[config.mk]
export PLATFORM = sky130hd
export DESIGN_NAME = xm_expansion
export DESIGN_NICKNAME = d
export VERILOG_FILES = /design/src/rtl/xm_pkg.sv /design/src/rtl/xm_wbuf.sv /design/src/rtl/xm_expansion.sv
export SDC_FILE = /design/constraint.sdc
export NUM_CORES = 1
export LEC_CHECK = 0
export BUFFER_PORTS_ARGS = -buffer_cell sky130_fd_sc_hd__buf_2
export CORE_MARGIN = 2
export CORE_UTILIZATION = 35
export CTS_CLUSTER_SIZE = 12
export DETAILED_ROUTE_END_ITERATION = 10
export PLACE_DENSITY_LB_ADDON = 0.08
export SLEW_MARGIN = 20
export SYNTH_ARGS = -nofsm -noshare
export SYNTH_HDL_FRONTEND = slang
export SYNTH_HIERARCHICAL = 1
export SYNTH_SLANG_ARGS = --single-unit
[constraint.sdc]
create_clock -name clk_sys -period 3.9 [get_ports clk_sys]
set_clock_uncertainty 0.05 [all_clocks]
set_input_delay 0.78 -clock clk_sys [delete_from_list [all_inputs] [get_ports clk_sys]]
set_output_delay 0.78 -clock clk_sys [all_outputs]
set_load 0.05 [all_outputs]
[src/rtl/xm_pkg.sv]
// Shared constants and helpers for the XM expansion block: register offsets,
// control bit positions and the register-offset decoder.
package xm_pkg;

  // Register offsets within the 16-byte XM register block
  localparam logic [3:0] XC1_OFS = 4'h0;
  localparam logic [3:0] XC2_OFS = 4'h8;
  localparam logic [3:0] XC3_OFS = 4'hC;
  localparam logic [3:0] XC4_OFS = 4'h1;
  localparam logic [3:0] XC5_OFS = 4'h2;

  // XCTRL1 bit positions
  localparam int ROF_LO  = 0;
  localparam int ROF_HI  = 1;
  localparam int TOPSLOT = 2;
  localparam int HSC     = 3;
  localparam int POKEY   = 4;
  localparam int BANK0   = 5;
  localparam int BANK1   = 6;
  localparam int YM      = 7;

  // XCTRL4 bit positions
  localparam int X4_TOP_LOCK = 7;

  // XCTRL5 bit positions; bits 3..5 can only be set, never cleared by software
  localparam int X5_WR_DIS     = 1;
  localparam int X5_POKEY_LOCK = 3;
  localparam int X5_HSC_LOCK   = 4;
  localparam int X5_LOCK5      = 5;
  localparam logic [7:0] X5_STICKY_MASK = 8'h38;

  // Default register block location, address_in[15:4]
  localparam logic [11:0] XM_BASE_DEF = 12'h047;

  typedef enum logic [2:0] {
    REG_XC1,
    REG_XC2,
    REG_XC3,
    REG_XC4,
    REG_XC5,
    REG_NONE
  } xreg_e;

  // Map a low-nibble offset onto the register it selects
  function automatic xreg_e decode_ofs(input logic [3:0] ofs);
    xreg_e r;
    case (ofs)
      XC1_OFS: r = REG_XC1;
      XC2_OFS: r = REG_XC2;
      XC3_OFS: r = REG_XC3;
      XC4_OFS: r = REG_XC4;
      XC5_OFS: r = REG_XC5;
      default: r = REG_NONE;
    endcase
    return r;
  endfunction

endpackage

[src/rtl/xm_wbuf.sv]
// Synchronous FIFO used as the posted-write buffer for XM RAM writes.
// A push into a full buffer is accepted when a pop happens in the same cycle.
module xm_wbuf #(
  parameter int DATA_W = 8,
  parameter int DEPTH  = 4
) (
  input  logic                     clk,
  input  logic                     reset,
  input  logic                     push,
  input  logic                     pop,
  input  logic [DATA_W-1:0]        din,
  output logic [DATA_W-1:0]        dout,
  output logic                     full,
  output logic                     empty,
  output logic [$clog2(DEPTH):0]   count
);

  localparam int PTR_W = $clog2(DEPTH);

  logic [DATA_W-1:0] mem [DEPTH];
  logic [PTR_W-1:0]  wptr;
  logic [PTR_W-1:0]  rptr;
  logic              do_push;
  logic              do_pop;

  assign full    = (count == (PTR_W + 1)'(DEPTH));
  assign empty   = (count == '0);
  assign do_pop  = pop & ~empty;
  assign do_push = push & (~full | do_pop);
  assign dout    = mem[rptr];

  // Pointer and occupancy tracking; pointers wrap naturally at DEPTH
  always_ff @(posedge clk) begin
    if (reset) begin
      wptr  <= '0;
      rptr  <= '0;
      count <= '0;
    end else begin
      if (do_push) wptr <= wptr + 1'b1;
      if (do_pop)  rptr <= rptr + 1'b1;
      case ({do_push, do_pop})
        2'b10:   count <= count + 1'b1;
        2'b01:   count <= count - 1'b1;
        default: count <= count;
      endcase
    end
  end

  // Entry storage; contents are meaningless while empty so no reset is needed
  always_ff @(posedge clk) begin
    if (do_push) mem[wptr] <= din;
  end

endmodule

[src/rtl/xm_expansion.sv]
// XM expansion: XCTRL1..5 register file with lock rules, banked RAM window at
// $4000-$7FFF with separate Sally/Maria page selection, and a posted-write
// buffer that drains to external memory through a req/ack handshake.
module xm_expansion
  import xm_pkg::*;
#(
  parameter int          RAM_PAGES  = 16,
  parameter int          PAGE_W     = $clog2(RAM_PAGES),
  parameter int          WBUF_DEPTH = 4,
  parameter logic [11:0] XM_BASE    = XM_BASE_DEF
) (
  input  logic              clk_sys,
  input  logic              reset,
  input  logic              pclk0,
  input  logic              xm_en,
  input  logic              cart_cs,
  input  logic [15:0]       address_in,
  input  logic [7:0]        din,
  input  logic              rw,
  input  logic              halt_n,
  output logic [7:0]        xctrl1,
  output logic [7:0]        xctrl2,
  output logic [7:0]        xctrl3,
  output logic [7:0]        xctrl4,
  output logic [7:0]        xctrl5,
  output logic              pokey_en,
  output logic              ym_en,
  output logic              hsc_en,
  output logic              xm_hit,
  output logic [PAGE_W+12:0] xm_addr,
  output logic              rd_stall,
  output logic              wr_req,
  output logic [PAGE_W+12:0] wr_addr,
  output logic [7:0]        wr_data,
  input  logic              wr_ack,
  output logic              wbuf_ovf
);

  localparam int ADDR_W = PAGE_W + 13;
  localparam int ENT_W  = ADDR_W + 8;
  localparam int CNT_W  = $clog2(WBUF_DEPTH) + 1;

  logic              reg_we;
  xreg_e             reg_sel;
  logic              win_lo;
  logic              win_hi;
  logic [2:0]        nib_lsb;
  logic [PAGE_W-1:0] page;
  logic              push;
  logic              buf_full;
  logic              buf_empty;
  logic [CNT_W-1:0]  buf_count;
  logic [ENT_W-1:0]  head;

  // XCTRL1 write value after applying the POKEY, HSC and top-slot locks
  function automatic logic [7:0] lock_xc1(input logic [7:0] cur, input logic [7:0] wdata,
                                          input logic [7:0] xc4, input logic [7:0] xc5);
    logic [7:0] nv;
    nv = wdata;
    if (xc5[X5_POKEY_LOCK]) nv[POKEY]   = cur[POKEY];
    if (xc5[X5_HSC_LOCK])   nv[HSC]     = cur[HSC] | wdata[HSC];
    if (xc4[X4_TOP_LOCK])   nv[TOPSLOT] = cur[TOPSLOT];
    return nv;
  endfunction

  // XCTRL4 write value; once the top-slot lock is set it holds itself
  function automatic logic [7:0] lock_xc4(input logic [7:0] cur, input logic [7:0] wdata);
    logic [7:0] nv;
    nv = wdata;
    if (cur[X4_TOP_LOCK]) nv[X4_TOP_LOCK] = 1'b1;
    return nv;
  endfunction

  // XCTRL5 write value; lock bits accumulate until reset
  function automatic logic [7:0] lock_xc5(input logic [7:0] cur, input logic [7:0] wdata);
    return wdata | (cur & X5_STICKY_MASK);
  endfunction

  assign reg_we  = pclk0 & xm_en & cart_cs & ~rw & (address_in[15:4] == XM_BASE);
  assign reg_sel = decode_ofs(address_in[3:0]);

  // Register file update; locks consult the values held before this write
  always_ff @(posedge clk_sys) begin
    if (reset) begin
      xctrl1 <= '0;
      xctrl2 <= '0;
      xctrl3 <= '0;
      xctrl4 <= '0;
      xctrl5 <= '0;
    end else if (reg_we) begin
      case (reg_sel)
        REG_XC1: xctrl1 <= lock_xc1(xctrl1, din, xctrl4, xctrl5);
        REG_XC2: xctrl2 <= din;
        REG_XC3: xctrl3 <= din;
        REG_XC4: xctrl4 <= lock_xc4(xctrl4, din);
        REG_XC5: xctrl5 <= lock_xc5(xctrl5, din);
        default: ;
      endcase
    end
  end

  assign pokey_en = xctrl1[POKEY];
  assign ym_en    = xctrl1[YM];
  assign hsc_en   = xctrl1[HSC];

  // Window decode: each 8 KB half has its own enable, A13 picks the nibble
  assign win_lo  = (address_in[15:13] == 3'd2) & xctrl1[BANK0];
  assign win_hi  = (address_in[15:13] == 3'd3) & xctrl1[BANK1];
  assign xm_hit  = xm_en & cart_cs & (win_lo | win_hi);
  assign nib_lsb = {address_in[13], 2'b00};
  assign page    = halt_n ? xctrl2[nib_lsb +: PAGE_W] : xctrl3[nib_lsb +: PAGE_W];
  assign xm_addr = {page, address_in[12:0]};

  assign push = pclk0 & xm_hit & ~rw & ~xctrl5[X5_WR_DIS];

  xm_wbuf #(
    .DATA_W (ENT_W),
    .DEPTH  (WBUF_DEPTH)
  ) u_wbuf (
    .clk   (clk_sys),
    .reset (reset),
    .push  (push),
    .pop   (wr_ack),
    .din   ({xm_addr, din}),
    .dout  (head),
    .full  (buf_full),
    .empty (buf_empty),
    .count (buf_count)
  );

  assign wr_req   = ~buf_empty;
  assign wr_addr  = head[ENT_W-1:8];
  assign wr_data  = head[7:0];
  assign rd_stall = xm_hit & rw & (buf_count != '0);

  // Sticky overflow flag: a push found no room and nothing left this cycle
  always_ff @(posedge clk_sys) begin
    if (reset) begin
      wbuf_ovf <= 1'b0;
    end else if (push & buf_full & ~wr_ack) begin
      wbuf_ovf <= 1'b1;
    end
  end

endmodule
==> flow_summary.yaml <==
outcome:
  status: "finished clean"
global_route:
  use_met2_pct: 24.3
  grt_pass1_wl_um: 21500
  grt_max_degree: 60
  overflow: 0
  use_met3_pct: 3.78
  grt_pass1_vias: 3637
  grt_usage_pct: 15.9
  grt_use_met1_pct: 22.1
  top_usage_layer: "met2"
  antenna_found_initial: 0
layout:
  fin_util_pct: 43.1
  antenna_cells: 0
  final_nets: 532
  drive_gt1_share_pct: 39.3
  area_delta_synth_final_pct: 20.9
floorplanning:
  die_area_um2: 18700
  die_y_um: 137
  start_util_pct: 35.7
  core.rowCount: 48
  die-width_um: 137
  pin_count: 121
  core_um2: 17300
power_and_ir_drop:
  clock_power_share_pct: 48.5
  seqPwrFrac_pct: 48.5
  p_switching_mw: 0.705
  swShare_pct: 20.2
  peakVddDrop_mv: 0.317
  p_per_area_nw_per_um2: 467
  power.leakage_nw: 2.90
  intPower_mw: 2.78
  pwr-share-comb_pct: 3.0
timing:
  setup_viol: 0
  fmax_ghz: 0.322
  setup_tns_ps: 0
  worst-slew-pin-transition_ps: 895
  finalHoldViolCount: 0
  setup_slack_ps: 798
  period_share_pct: 79.5
  drv_slew: 0
  min_period_ps: 3100
  slew-limit-headroom_pct: 40.3
  holdWs_ps: 423
  rsz0062_at_grt: "false"
cts:
  numCtsBuffers: 17
  cts-root-buf: "clkbuf_16"
  htreeDepth: 4
  hold_buffers: 0
  path_clk_slew_ps: 60
  cts_setup_buffers: 0
  clock-sinks: 150
  cts_resized: 0
  cts.path.max_buffers: 2
  clock_latency_ps: 410
  cts_tree: "done"
synth:
  ys_seq_elements: 150
  synth_ff_type: "edfxtp_1"
  synthesis.area_um2: 6170
  synth.area.top_cells: "edfxtp_1 49%, dfxtp_1 16%, mux4_2 8.8%"
  synth_top_cell_area_share_pct: 48.7
  yosysUniqueCellTypes: 46
  synth_edf_count: 100
  ys_warn_count: 6
  syn_nets: 420
  synthArstFlopShare_pct: 0
  synthCells: 382
  synth_top_area_cell: "edfxtp_1"
  syn_avg_cell_area_um2: 16.2
  seq_area_frac_synth_pct: 64.9
placement:
  place_ws_ps: 663
  gp_congestion: 0.731
  io_buffers: 120
  dp_hpwl_um: 9310
setup_path:
  critPathKind: "reg2out"
  cp-end-kind: "output pin"
  r2r_start: "xctrl5[1]"
  r2r_slack_ps: 1170
  critPathLaunchType: "flip-flop"
  worst-r2r-cell-count: 10
  crit_required_ps: 3070
  cp.arrival_ps: 2270
  r2r-end: "u_wbuf/count[2]"
  path_max_fanout: 22
  crit_end: "wr_data[5]"
routing:
  dr.first_iter.drc_count: 188
  dr.pass1.iters: 4
  finalWirelength_um: 14000
  ant_nets: 0
  post_drt_via_cell_ratio: 4.80
  drc: 0
  vias: 3513
  avgRoutedWirePerCell_um: 19.2
flow_run:
  maxCapViolations: 0
worst_hold_path:
  hp-class: "reg2reg"
-- sequential cells by signal (all words and copies together), names as in the netlist, named ones only --
| name | flops |
|---|---|
| xctrl2 | 8 |
| u_wbuf/rptr | 2 |
| xctrl5 | 8 |
| xctrl4 | 8 |
| xctrl3 | 8 |
| u_wbuf/wptr | 2 |
| xctrl1 | 8 |
| wbuf_ovf | 1 |
| u_wbuf/mem | 100 |
| u_wbuf/count | 3 |
-- layout make-up --
type | instances | area (um^2)
fill | 1605 | 9840
sequential | 150 | 4010
multi-input combinational | 182 | 1850
timing repair buffer | 127 | 653
clock buffer | 17 | 425
tap | 225 | 282
clock inverter | 15 | 186
inverter | 16 | 60.1
-- worst max-delay path, stage by stage, from the launching register on --
cell and delay (ps):
dfxtp_2 850, buf_4 280, mux4_2 490, buf_2 220
-- logic make-up (layout without fill, tap and decap cells) --
| kind of cell | Yosys count | after routing | synth area share, % |
|---|---|---|---|
| AO/OA/AOI/OAI | 18 | 18 | 1.97 |
| adder cells (fa/ha/maj) | 6 | 6 | 1.34 |
| flip-flops | 150 | 150 | 64.9 |
| multiplexers | 65 | 65 | 16.8 |
| AND/OR/NAND/NOR | 90 | 90 | 9.41 |
| buffers and inverters | 50 | 175 | 5.17 |
| XOR/XNOR | 3 | 3 | 0.426 |
-- per-stage QoR --
stage	total power, mW	area (um^2)	std cells
2_1_floorplan	1.79	6170	382
3_3_place_gp	1.83	6850	700
3_5_place_dp	1.83	6850	700
4_1_cts	3.52	7460	732
5_1_grt	3.59	7460	732
6_report	3.49	7460	732
-- synthesized netlist by cell type (all sizes together) (7+ instances only) --
| cell | n |
|---|---|
| mux4 | 29 |
| or2b | 10 |
| or3 | 9 |
| clkbuf | 7 |
| nor2 | 9 |
| inv | 16 |
| buf | 26 |
| mux2i | 35 |
| dfxtp | 50 |
| edfxtp | 100 |
| nand2b | 34 |
-- layout by cell type (no fill, tap or decap), types with 2 or more instances in the layout --
| cell type | count |
|---|---|
| nand2_1 | 3 |
| nand3b_1 | 2 |
| dfxtp_1 | 49 |
| and2_1 | 4 |
| edfxtp_1 | 100 |
| o21ai_0 | 2 |
| clkinvlp_4 | 3 |
| buf_4 | 7 |
| nor2_1 | 9 |
| nand2b_1 | 34 |
| nand4_1 | 2 |
| ha_1 | 5 |
| clkinv_4 | 2 |
| clkinv_1 | 3 |
| clkinv_2 | 3 |
| or3_1 | 8 |
| mux4_2 | 24 |
| nor4_1 | 2 |
| o22ai_1 | 4 |
| a21oi_1 | 5 |
| buf_2 | 120 |
| mux4_1 | 5 |
| nor3_1 | 5 |
| bufinv_16 | 4 |
| clkbuf_16 | 17 |
| mux2i_1 | 35 |
| inv_1 | 16 |
| nand3_1 | 2 |
| xor2_1 | 3 |
| or2b_2 | 10 |
| o41ai_1 | 2 |
-- power groups by stage --
stage               combinational [mW]  clock (mW)  sequential, mW
floorplan                       0.0640           0            1.72
global placement                 0.106           0            1.72
detailed placement               0.107           0            1.72
CTS                              0.108        1.72            1.69
global route                     0.114        1.78            1.69
finish                           0.105        1.69            1.69
-- worst min path at each step --
stage	start	end	slack, ps	depth (start not counted)
floorplan	u_wbuf/rptr[1]	flip-flop	410	2
global placement	xctrl4[1]	xctrl4[1]	410	2
detailed placement	wbuf_ovf	wbuf_ovf	410	2
CTS	xctrl5[5]	xctrl5[5]	430	2
global route	xctrl5[5]	xctrl5[5]	450	2
finish	xctrl5[5]	xctrl5[5]	420	2
-- layer usage --
layer	routed length, um	share of wire [%]
met2	6480	46
met3	574	4.1
met1	6790	48
met4	193	1.4
met5	0	0
(Power assumes the default switching activity.)
